<file path="src/rtl/conv_layer_sequencer.sv">
// conv_layer_sequencer
// Walks one convolution layer through its output-channel groups. Each group runs
// LOAD_BIAS -> LOAD_WEIGHT -> CONV -> DRAIN. After the last group the layer ends in DONE.
// The block generates the address, valid and control strobes for the bias,
// weight and feature-map memories and for the ConvUnit datapath.
//
// Ports
//   clk, rst            : sole clock; synchronous active-high reset
//   start               : layer start pulse (ignored while busy)
//   stall               : holds feature-map streaming during CONV
//   conv_out_valid      : ConvUnit result strobe; advances fm_wr_addr while busy
//   cfg_*               : layer configuration, sampled on an accepted start
//   busy, done          : layer in progress / one-cycle completion pulse
//   current_state       : 0 IDLE, 1 LOAD_BIAS, 2 LOAD_WEIGHT, 3 CONV, 4 DRAIN, 5 DONE
//   state_rst           : one-cycle pulse on the first cycle of every state entered
//   fm_rd_addr/fm_wr_addr, wm_addr_rd, bm_addr_rd : memory addresses
//   bias_out_valid, conv_data_valid, adder_rst, buff_len_rst : datapath strobes
//   buff_len_ctrl, PW_mode, Conv_scale_out : configuration latched at start
//   perf_cycle_cnt, perf_stall_cnt : performance counters
//
// Build option: define SEQ_PERF_CNT_EN to enable the saturating performance counters.
// Without it the perf ports read 0.
module conv_layer_sequencer #(
    parameter int FM_ADDR_W = 13,
    parameter int WM_ADDR_W = 8,
    parameter int BM_ADDR_W = 9,
    parameter int LEN_W     = 9,
    parameter int WT_BEATS  = 9,
    parameter int PIPE_LAT  = 8
) (
    input  logic                 clk,
    input  logic                 rst,
    input  logic                 start,
    input  logic                 stall,
    input  logic                 conv_out_valid,
    input  logic                 cfg_pw_mode,
    input  logic [LEN_W-1:0]     cfg_rows,
    input  logic [LEN_W-1:0]     cfg_row_len,
    input  logic [7:0]           cfg_oc_groups,
    input  logic [3:0]           cfg_scale,
    input  logic [FM_ADDR_W-1:0] cfg_fm_rd_base,
    input  logic [FM_ADDR_W-1:0] cfg_fm_wr_base,
    input  logic [WM_ADDR_W-1:0] cfg_wm_base,
    input  logic [BM_ADDR_W-1:0] cfg_bm_base,
    output logic                 busy,
    output logic                 done,
    output logic [2:0]           current_state,
    output logic                 state_rst,
    output logic [FM_ADDR_W-1:0] fm_rd_addr,
    output logic [FM_ADDR_W-1:0] fm_wr_addr,
    output logic [WM_ADDR_W-1:0] wm_addr_rd,
    output logic [BM_ADDR_W-1:0] bm_addr_rd,
    output logic                 bias_out_valid,
    output logic                 conv_data_valid,
    output logic                 adder_rst,
    output logic [LEN_W-1:0]     buff_len_ctrl,
    output logic                 buff_len_rst,
    output logic                 PW_mode,
    output logic [3:0]           Conv_scale_out,
    output logic [31:0]          perf_cycle_cnt,
    output logic [31:0]          perf_stall_cnt
);
    localparam int CNT_W = 2 * LEN_W;

    typedef enum logic [2:0] {
        S_IDLE        = 3'd0,
        S_LOAD_BIAS   = 3'd1,
        S_LOAD_WEIGHT = 3'd2,
        S_CONV        = 3'd3,
        S_DRAIN       = 3'd4,
        S_DONE        = 3'd5
    } state_t;

    state_t               r_state;
    logic [7:0]           r_g;
    logic [15:0]          r_ph_cnt;      // beat counter shared by LOAD_WEIGHT and DRAIN
    logic [CNT_W-1:0]     r_rd_cnt;      // feature-map reads issued in this group
    logic [CNT_W-1:0]     r_n_reads;
    logic                 r_pw_mode;
    logic [LEN_W-1:0]     r_row_len;
    logic [3:0]           r_scale;
    logic [7:0]           r_oc_groups;
    logic [FM_ADDR_W-1:0] r_fm_rd_base;
    logic [WM_ADDR_W-1:0] r_wm_base;
    logic [BM_ADDR_W-1:0] r_bm_base;
    logic                 r_state_rst;
    logic [FM_ADDR_W-1:0] r_fm_rd_addr;
    logic [FM_ADDR_W-1:0] r_fm_wr_addr;
    logic [WM_ADDR_W-1:0] r_wm_addr;
    logic [BM_ADDR_W-1:0] r_bm_addr;
    logic                 r_bias_valid;
    logic                 r_conv_valid;
    logic                 r_adder_rst;
    logic                 r_buff_len_rst;

    logic [15:0]          w_beats;
    logic [WM_ADDR_W-1:0] w_wm_first;
    logic [7:0]           w_g_next;
    logic                 w_last_group;
    logic                 w_cfg_zero;
    logic                 w_reads_left;
    logic [FM_ADDR_W-1:0] w_rd_next_addr;

    assign w_beats        = r_pw_mode ? 16'd1 : 16'(WT_BEATS);
    assign w_wm_first     = r_wm_base + WM_ADDR_W'(16'(r_g) * w_beats);
    assign w_g_next       = r_g + 8'd1;
    assign w_last_group   = ({1'b0, r_g} + 9'd1) >= {1'b0, r_oc_groups};
    assign w_cfg_zero     = (cfg_rows == '0) || (cfg_row_len == '0) || (cfg_oc_groups == '0);
    assign w_reads_left   = (r_rd_cnt != r_n_reads);
    // The first read of a group (including one delayed by stall at CONV entry) sits at the base.
    assign w_rd_next_addr = (r_rd_cnt == '0) ? r_fm_rd_base : r_fm_rd_addr + FM_ADDR_W'(1);

    always_ff @(posedge clk) begin
        if (rst) begin
            r_state        <= S_IDLE;
            r_g            <= '0;
            r_ph_cnt       <= '0;
            r_rd_cnt       <= '0;
            r_n_reads      <= '0;
            r_pw_mode      <= 1'b0;
            r_row_len      <= '0;
            r_scale        <= '0;
            r_oc_groups    <= '0;
            r_fm_rd_base   <= '0;
            r_wm_base      <= '0;
            r_bm_base      <= '0;
            r_state_rst    <= 1'b0;
            r_fm_rd_addr   <= '0;
            r_fm_wr_addr   <= '0;
            r_wm_addr      <= '0;
            r_bm_addr      <= '0;
            r_bias_valid   <= 1'b0;
            r_conv_valid   <= 1'b0;
            r_adder_rst    <= 1'b0;
            r_buff_len_rst <= 1'b0;
        end else begin
            // Strobes and addresses fall back to 0 unless the branch below drives them.
            r_state_rst    <= 1'b0;
            r_bias_valid   <= 1'b0;
            r_conv_valid   <= 1'b0;
            r_adder_rst    <= 1'b0;
            r_buff_len_rst <= 1'b0;
            r_fm_rd_addr   <= '0;
            r_wm_addr      <= '0;
            r_bm_addr      <= '0;

            case (r_state)
                S_IDLE: begin
                    if (start) begin
                        r_pw_mode    <= cfg_pw_mode;
                        r_row_len    <= cfg_row_len;
                        r_scale      <= cfg_scale;
                        r_oc_groups  <= cfg_oc_groups;
                        r_fm_rd_base <= cfg_fm_rd_base;
                        r_wm_base    <= cfg_wm_base;
                        r_bm_base    <= cfg_bm_base;
                        r_n_reads    <= CNT_W'(cfg_rows) * CNT_W'(cfg_row_len);
                        r_g          <= '0;
                        r_rd_cnt     <= '0;
                        r_ph_cnt     <= '0;
                        r_state_rst  <= 1'b1;
                        if (w_cfg_zero) begin
                            r_state <= S_DONE;
                        end else begin
                            r_state      <= S_LOAD_BIAS;
                            r_bias_valid <= 1'b1;
                            r_bm_addr    <= cfg_bm_base;
                        end
                    end
                end
                S_LOAD_BIAS: begin
                    r_state     <= S_LOAD_WEIGHT;
                    r_state_rst <= 1'b1;
                    r_wm_addr   <= w_wm_first;
                    r_ph_cnt    <= '0;
                end
                S_LOAD_WEIGHT: begin
                    if (r_ph_cnt == w_beats - 16'd1) begin
                        // Entering CONV: the first read is issued now unless stalled.
                        r_state        <= S_CONV;
                        r_state_rst    <= 1'b1;
                        r_adder_rst    <= 1'b1;
                        r_buff_len_rst <= 1'b1;
                        r_rd_cnt       <= stall ? CNT_W'(0) : CNT_W'(1);
                        r_conv_valid   <= ~stall;
                        r_fm_rd_addr   <= r_fm_rd_base;
                    end else begin
                        r_ph_cnt  <= r_ph_cnt + 16'd1;
                        r_wm_addr <= r_wm_addr + WM_ADDR_W'(1);
                    end
                end
                S_CONV: begin
                    if (!w_reads_left) begin
                        r_state     <= S_DRAIN;
                        r_state_rst <= 1'b1;
                        r_ph_cnt    <= '0;
                        r_rd_cnt    <= '0;
                    end else if (!stall) begin
                        r_conv_valid <= 1'b1;
                        r_fm_rd_addr <= w_rd_next_addr;
                        r_rd_cnt     <= r_rd_cnt + CNT_W'(1);
                    end else begin
                        r_fm_rd_addr <= r_fm_rd_addr;
                    end
                end
                S_DRAIN: begin
                    if (r_ph_cnt == 16'(PIPE_LAT - 1)) begin
                        r_state_rst <= 1'b1;
                        if (w_last_group) begin
                            r_state <= S_DONE;
                        end else begin
                            r_state      <= S_LOAD_BIAS;
                            r_g          <= w_g_next;
                            r_bias_valid <= 1'b1;
                            r_bm_addr    <= r_bm_base + BM_ADDR_W'(w_g_next);
                        end
                    end else begin
                        r_ph_cnt <= r_ph_cnt + 16'd1;
                    end
                end
                S_DONE: begin
                    r_state     <= S_IDLE;
                    r_state_rst <= 1'b1;
                end
                default: begin
                    r_state <= S_IDLE;
                end
            endcase

            // Result write pointer: only ConvUnit strobes seen during a layer count.
            if (r_state == S_IDLE) begin
                if (start) r_fm_wr_addr <= cfg_fm_wr_base;
            end else if (conv_out_valid) begin
                r_fm_wr_addr <= r_fm_wr_addr + FM_ADDR_W'(1);
            end
        end
    end

`ifdef SEQ_PERF_CNT_EN
    logic [31:0] r_perf_cycle;
    logic [31:0] r_perf_stall;

    always_ff @(posedge clk) begin
        if (rst) begin
            r_perf_cycle <= '0;
            r_perf_stall <= '0;
        end else if (r_state == S_IDLE) begin
            if (start) begin
                r_perf_cycle <= '0;
                r_perf_stall <= '0;
            end
        end else begin
            if (r_perf_cycle != '1) r_perf_cycle <= r_perf_cycle + 32'd1;
            if (r_state == S_CONV && stall && r_perf_stall != '1)
                r_perf_stall <= r_perf_stall + 32'd1;
        end
    end

    assign perf_cycle_cnt = r_perf_cycle;
    assign perf_stall_cnt = r_perf_stall;
`else
    assign perf_cycle_cnt = '0;
    assign perf_stall_cnt = '0;
`endif

    assign busy            = (r_state != S_IDLE);
    assign done            = (r_state == S_DONE);
    assign current_state   = r_state;
    assign state_rst       = r_state_rst;
    assign fm_rd_addr      = r_fm_rd_addr;
    assign fm_wr_addr      = r_fm_wr_addr;
    assign wm_addr_rd      = r_wm_addr;
    assign bm_addr_rd      = r_bm_addr;
    assign bias_out_valid  = r_bias_valid;
    assign conv_data_valid = r_conv_valid;
    assign adder_rst       = r_adder_rst;
    assign buff_len_ctrl   = r_row_len;
    assign buff_len_rst    = r_buff_len_rst;
    assign PW_mode         = r_pw_mode;
    assign Conv_scale_out  = r_scale;

endmodule

</file>
<file path="config.mk">
export PLATFORM = sky130hd
export DESIGN_NAME = conv_layer_sequencer
export DESIGN_NICKNAME = d
export VERILOG_FILES = /design/src/rtl/conv_layer_sequencer.sv
export SDC_FILE = /design/constraint.sdc
export NUM_CORES = 1
export LEC_CHECK = 0
export BUFFER_PORTS_ARGS = -buffer_cell sky130_fd_sc_hd__buf_4
export CAP_MARGIN = 10
export CELL_PAD_IN_SITES_DETAIL_PLACEMENT = 1
export CELL_PAD_IN_SITES_GLOBAL_PLACEMENT = 2
export CORE_ASPECT_RATIO = 1.1
export CORE_MARGIN = 2
export CORE_UTILIZATION = 30
export DETAILED_ROUTE_END_ITERATION = 16
export PLACE_DENSITY_LB_ADDON = 0.15
export SYNTH_ARGS = -nofsm -noshare
export SYNTH_HDL_FRONTEND = slang
export SYNTH_SLANG_ARGS = --single-unit
export TNS_END_PERCENT = 10
</file>
<file path="constraint.sdc">
create_clock -name clk -period 5.5 [get_ports clk]
set_clock_uncertainty 0.2 [all_clocks]
set_input_delay 0.825 -clock clk [delete_from_list [all_inputs] [get_ports clk]]
set_output_delay 0.825 -clock clk [all_outputs]
set_load 0.01 [all_outputs]
</file>
**After elaboration in Yosys (flattened, before gate mapping)**

Index checks and enable logic that the tools add are counted.
Widths: inputs -> output; s select.

- Add/subtract/negate cells: 10
- Multiply operators: 2
- Order comparisons: 1
- Equal/unequal tests: 16
- Multiplexer cells: 52
- Bitwise operators: 2
- Reductions and logical operators: 20

Operator list:

| kind | count |
|---|---|
| $mux 13 | 7 |
| $pmux 16 s5 | 1 |
| $mux 18 | 4 |
| $mux 16 | 4 |
| $pmux 18 s3 | 1 |
| $mux 9 | 4 |
| $mux 8 | 4 |
| $pmux 8 s2 | 2 |
| $add 13x1->13 const B | 2 |
| $pmux 13 s2 | 1 |
| $add 18x1->18 const B | 1 |
| $logic_not 18->1 | 1 |
| $logic_not 9->1 | 2 |
| $mul 9x9->18 | 1 |
| $mux 3 | 6 |
| $ne 18x18->1 | 1 |
| $pmux 9 s2 | 1 |
| $add 16x1->16 const B | 1 |
| $add 8x1->8 const B | 2 |
| $eq 16x16->1 | 1 |
| $eq 16x3->1 const B | 1 |
| $pmux 3 s5 | 1 |
| $ne 2x2->1 const B | 7 |
| $mux 1 | 12 |
| 24 further kinds | 35 |

- Bits in registers: 162
- Output and inout port bits: 131

**Longest topological paths before layout**

- Word-level depth: 6
- Gate-level depth with buffers: 18
- Gate-level depth less buffers: 17

**Least setup slack after synthesis**

Ideal clock, no wire load.

- Kind: input to register
- From: in cfg_row_len[2]
- To: reg r_n_reads[16]
- Arrival time: 4.996 ns
- Path slack: 0.188 ns
- Stages on the path: 17
- Cells stage by stage: clkbuf_1 > nand2_1 > fa_1 > inv_1 > fa_1 > inv_1 > fa_1 > fa_1 > inv_1 > ha_1 > o21a_1 > o31a_1 > o41ai_1 > o21ai_0 > o41ai_1 > mux2i_1 > a31o_2

- Cells in the longest elaborated chain, start to end: 1

Ends and longest elaborated chain:

| element | RTL line | RTL |
|---|---|---|
| start, declared | 38 | `input logic [LEN_W-1:0] cfg_row_len,` |
| $mul 9x9->18 | 157 | `r_n_reads <= CNT_W'(cfg_rows) * CNT_W'(cfg_row_len);` |
| end signal, assigned | 157 |  |
| end, declared | 78 | `logic [CNT_W-1:0] r_n_reads;` |

Every way passes these cells.
A chain may end at the register's enable or synchronous reset.

**Worst setup path after layout**

- From: in cfg_rows[3]
- To: reg r_n_reads[17]

- Cells in the longest elaborated chain, start to end: 1

Ends and longest elaborated chain:

| element | RTL line | RTL |
|---|---|---|
| start, declared | 37 | `input logic [LEN_W-1:0] cfg_rows,` |
| $mul 9x9->18 | 157 |  |

Every way passes these cells.

==> impl_metrics.env <==
export IMPL_status="complete, no violations"
export IMPL_hold_viol_final=0
export IMPL_vias=10000
export IMPL_internal_power_w=0.002616
export IMPL_r2r_start="r_g[0]"
export IMPL_tightest_slew_ps=1210
export IMPL_synth_avg_cell_area_um2=8.095
export IMPL_worstSetupStartpoint="cfg_rows[3]"
export IMPL_switchingPower_w=0.001510
export IMPL_synth_ff_type="dfxtp_1"
export IMPL_total_power_w=0.004125
export IMPL_die_h_um=209.8
export IMPL_power_frac_comb=0.372
export IMPL_p_seq_frac=0.324
export IMPL_io_pins=210
export IMPL_wl_per_cell_um=16.80
export IMPL_start_util=0.3032
export IMPL_maxSlewHeadroom=0.1910
export IMPL_seq_area_frac_synth=0.2808
export IMPL_cts_hold_buf=0
export IMPL_die_x_um=191.1
export IMPL_r2r_setup_slack_ps=1650
export IMPL_ys_types=75
export IMPL_antenna_found_initial=0
export IMPL_finalCritPeriodShare=0.9199
export IMPL_grt_setup_unrepaired="false"
export IMPL_worstSetupEndpointType="register"
export IMPL_hp_start="r_oc_groups[5]"
export IMPL_dp_hpwl_um=26720
export IMPL_port_buffers=145
export IMPL_cts_tree="yes"
export IMPL_cp_cell_sequence="buf_4 > nand2_1 > fa_1 > inv_1 > fa_1 > ha_1 > inv_1 > fa_1 > inv_1 > ha_1 > a211oi_1 > nor2_1 > o41a_1 > a41o_1 > o41ai_2 > o21ai_0 > a211oi_1"
export IMPL_area_growth_pct=17.42
export IMPL_final_common_cell="nand2_1"
export IMPL_drive_gt1_frac=0.1471
export IMPL_setup_violations_final=0
export IMPL_vdd_ir_drop_max_mv=0.2260
export IMPL_cts_resized=0
export IMPL_drv_cap=0
export IMPL_clk_pin_slew_ps=70
export IMPL_max_clock_freq_ghz=0.1977
export IMPL_synth_area_leaders="dfxtp_1 (28%), fa_1 (9.5%), ha_1 (8.2%)"
export IMPL_crit_end="r_n_reads[17]"
export IMPL_pwr_density_cell_mw_per_mm2=304.1
export IMPL_nNetsFinal=1761
export IMPL_postCtsSetupBuffers=0
export IMPL_r2r_cells=11
export IMPL_first_global_vias=10580
export IMPL_drc=0
export IMPL_grt_pass1_wl_um=56620
export IMPL_switching_share=0.3659
export IMPL_critPathLaunchType="input port"
export IMPL_worstPathMaxFanout=10
export IMPL_cp_arrival_ps=5220
export IMPL_fin_tns_setup_ps=0
export IMPL_synth_edf_count=0
export IMPL_die_area_mm2=0.04009
export IMPL_slowest_stage="fa_1"
export IMPL_ant_nets=0
export IMPL_worstHoldPathType="register to register"
export IMPL_synth_top_cell_by_area="dfxtp_1"
export IMPL_grt_max_degree=80
export IMPL_crit_required_ps=5660
export IMPL_clkLatencyLatePin_ps=460
export IMPL_p_clk_frac=0.304
export IMPL_synth_area_mm2=0.01155
export IMPL_dpl_worst_slack_ps=-39.89
export IMPL_core_area_mm2=0.03810
export IMPL_n_antenna_cell=0
export IMPL_worst_slack_ps=440.7
export IMPL_track_usage=0.1778
export IMPL_leakage_nw=5.984
export IMPL_gp_congestion=0.7743
export IMPL_cts_path_max_buffers=2
export IMPL_cts_root_buf="clkbuf_16"
export IMPL_first_iter_violations=360
export IMPL_yosysWarnings=0
export IMPL_clock_sinks=162
export IMPL_fin_area_mm2=0.01356
export IMPL_finalMaxSlewViolations=0
export IMPL_viasPerCell=4.845
export IMPL_grt_overflow=0
export IMPL_wl_um=34680
export IMPL_utilization=0.3560
export IMPL_reg2reg_to="r_g[2]"
export IMPL_async_flop_share=0
export IMPL_synth_seq_cells=162
export IMPL_syn_inst=1427
export IMPL_place_area_mm2=0.01297
export IMPL_final_cell_mix="nand2_1 (192), buf_4 (177), dfxtp_1 (162)"
export IMPL_critPathKind="input port to register"
export IMPL_drtPass1Iterations=6
export IMPL_placementRows=75
export IMPL_post_route_min_period_ps=5059
export IMPL_cpPeakStageDelay_ps=570
export IMPL_htreeDepth=4
export IMPL_cts_buffers=17
export IMPL_yosysTopAreaCellShare=0.2808
==> final cells by class <==
| cell class | count | area [um^2] |
|---|---|---|
| Inverter | 111 | 416.7 |
| Clock buffer | 17 | 425.4 |
| Clock inverter | 15 | 166.4 |
| Timing Repair Buffer | 177 | 1329 |
| Sequential cell | 162 | 3243 |
| Fill cell | 4653 | 24540 |
| Multi-Input combinational cell | 1082 | 7357 |
| Tap cell | 500 | 625.6 |
==> per-layer routing <==
| metal | wire (um) | vias to the layer above | track usage | share of wire |
|---|---|---|---|---|
| met3 | 1341 | 23 | 0.03779 | 0.039 |
| met1 | 16350 | 4883 | 0.2277 | 0.47 |
| met2 | 16600 | 149 | 0.3028 | 0.48 |
| met4 | 387 | 0 | 0.04509 | 0.011 |
| met5 | 0 | - | 0 | 0 |
| li1 | - | 4945 | - | - |
==> power by group through the flow <==
stage | combinational, W | sequential, W | clock [W]
after detailed placement | 0.00156 | 0.00136 | 0
after floorplan | 0.00107 | 0.00135 | 0
after global routing | 0.00176 | 0.00135 | 0.00134
final | 0.00154 | 0.00134 | 0.00125
after global placement | 0.00154 | 0.00136 | 0
after CTS | 0.00157 | 0.00134 | 0.00130
==> metrics by stage <==
step                cells  hold slack, ps
global placement     2032           244.2
floorplan            1490           232.2
detailed placement   2032           250.7
global route         2064           273.7
finish               2064           255.4
CTS                  2064           260.9
==> worst max-delay path, delay by kind of cell <==
family	cells	cell delay, ps
adders and majority gates	5	2180
AOI/OAI and AO/OA	6	1670
and+or+nand+nor	2	200
buffers and inverters	4	330
==> how the worst min path moves through the flow <==
| stage | to | cells past startpoint |
|---|---|---|
| 2_1_floorplan | fm_rd_addr[2] | 1 |
| 3_3_place_gp | r_fm_rd_base[12] | 2 |
| 3_5_place_dp | r_oc_groups[5] | 2 |
| 4_1_cts | r_oc_groups[3] | 2 |
| 5_1_grt | r_fm_rd_base[9] | 2 |
| 6_report | r_oc_groups[5] | 2 |
==> cells in the mapped netlist (all sizes together), types with 6 or more instances <==
library cell	instances
a32oi	8
or3	9
ha	76
a211oi	13
a221o	6
nor3	24
xnor2	36
o21ai	45
nor2b	12
and2	66
xor2	44
nor2	98
clkbuf	54
nand4	23
and3	25
a22oi	15
inv	110
a21o	7
buf	81
fa	55
nand3	47
a21oi	115
or4	6
dfxtp	162
o31ai	8
nand2	194
nor4	14
==> cell families after synthesis <==
family | after synthesis | share of synthesized area
other | 1 | 0.0003246
flip-flops | 162 | 0.2808
AND/OR/NAND/NOR | 538 | 0.2252
XOR/XNOR | 80 | 0.06066
adder cells (fa/ha/maj) | 131 | 0.1776
multiplexers | 1 | 0.0008666
buffers and inverters | 246 | 0.1040
AO/OA/AOI/OAI | 268 | 0.1506
==> registers in the layout (all words and copies together) (netlist names), 8 cells and up <==
signal,cells
r_n_reads,18
bm_addr_rd,9
fm_rd_addr,13
r_rd_cnt,18
fm_wr_addr,13
r_wm_base,8
r_fm_rd_base,13
r_ph_cnt,16
r_oc_groups,8
r_g,8
r_bm_base,9
buff_len_ctrl,9
wm_addr_rd,8
No activity file was read; power rests on OpenSTA's default activity.
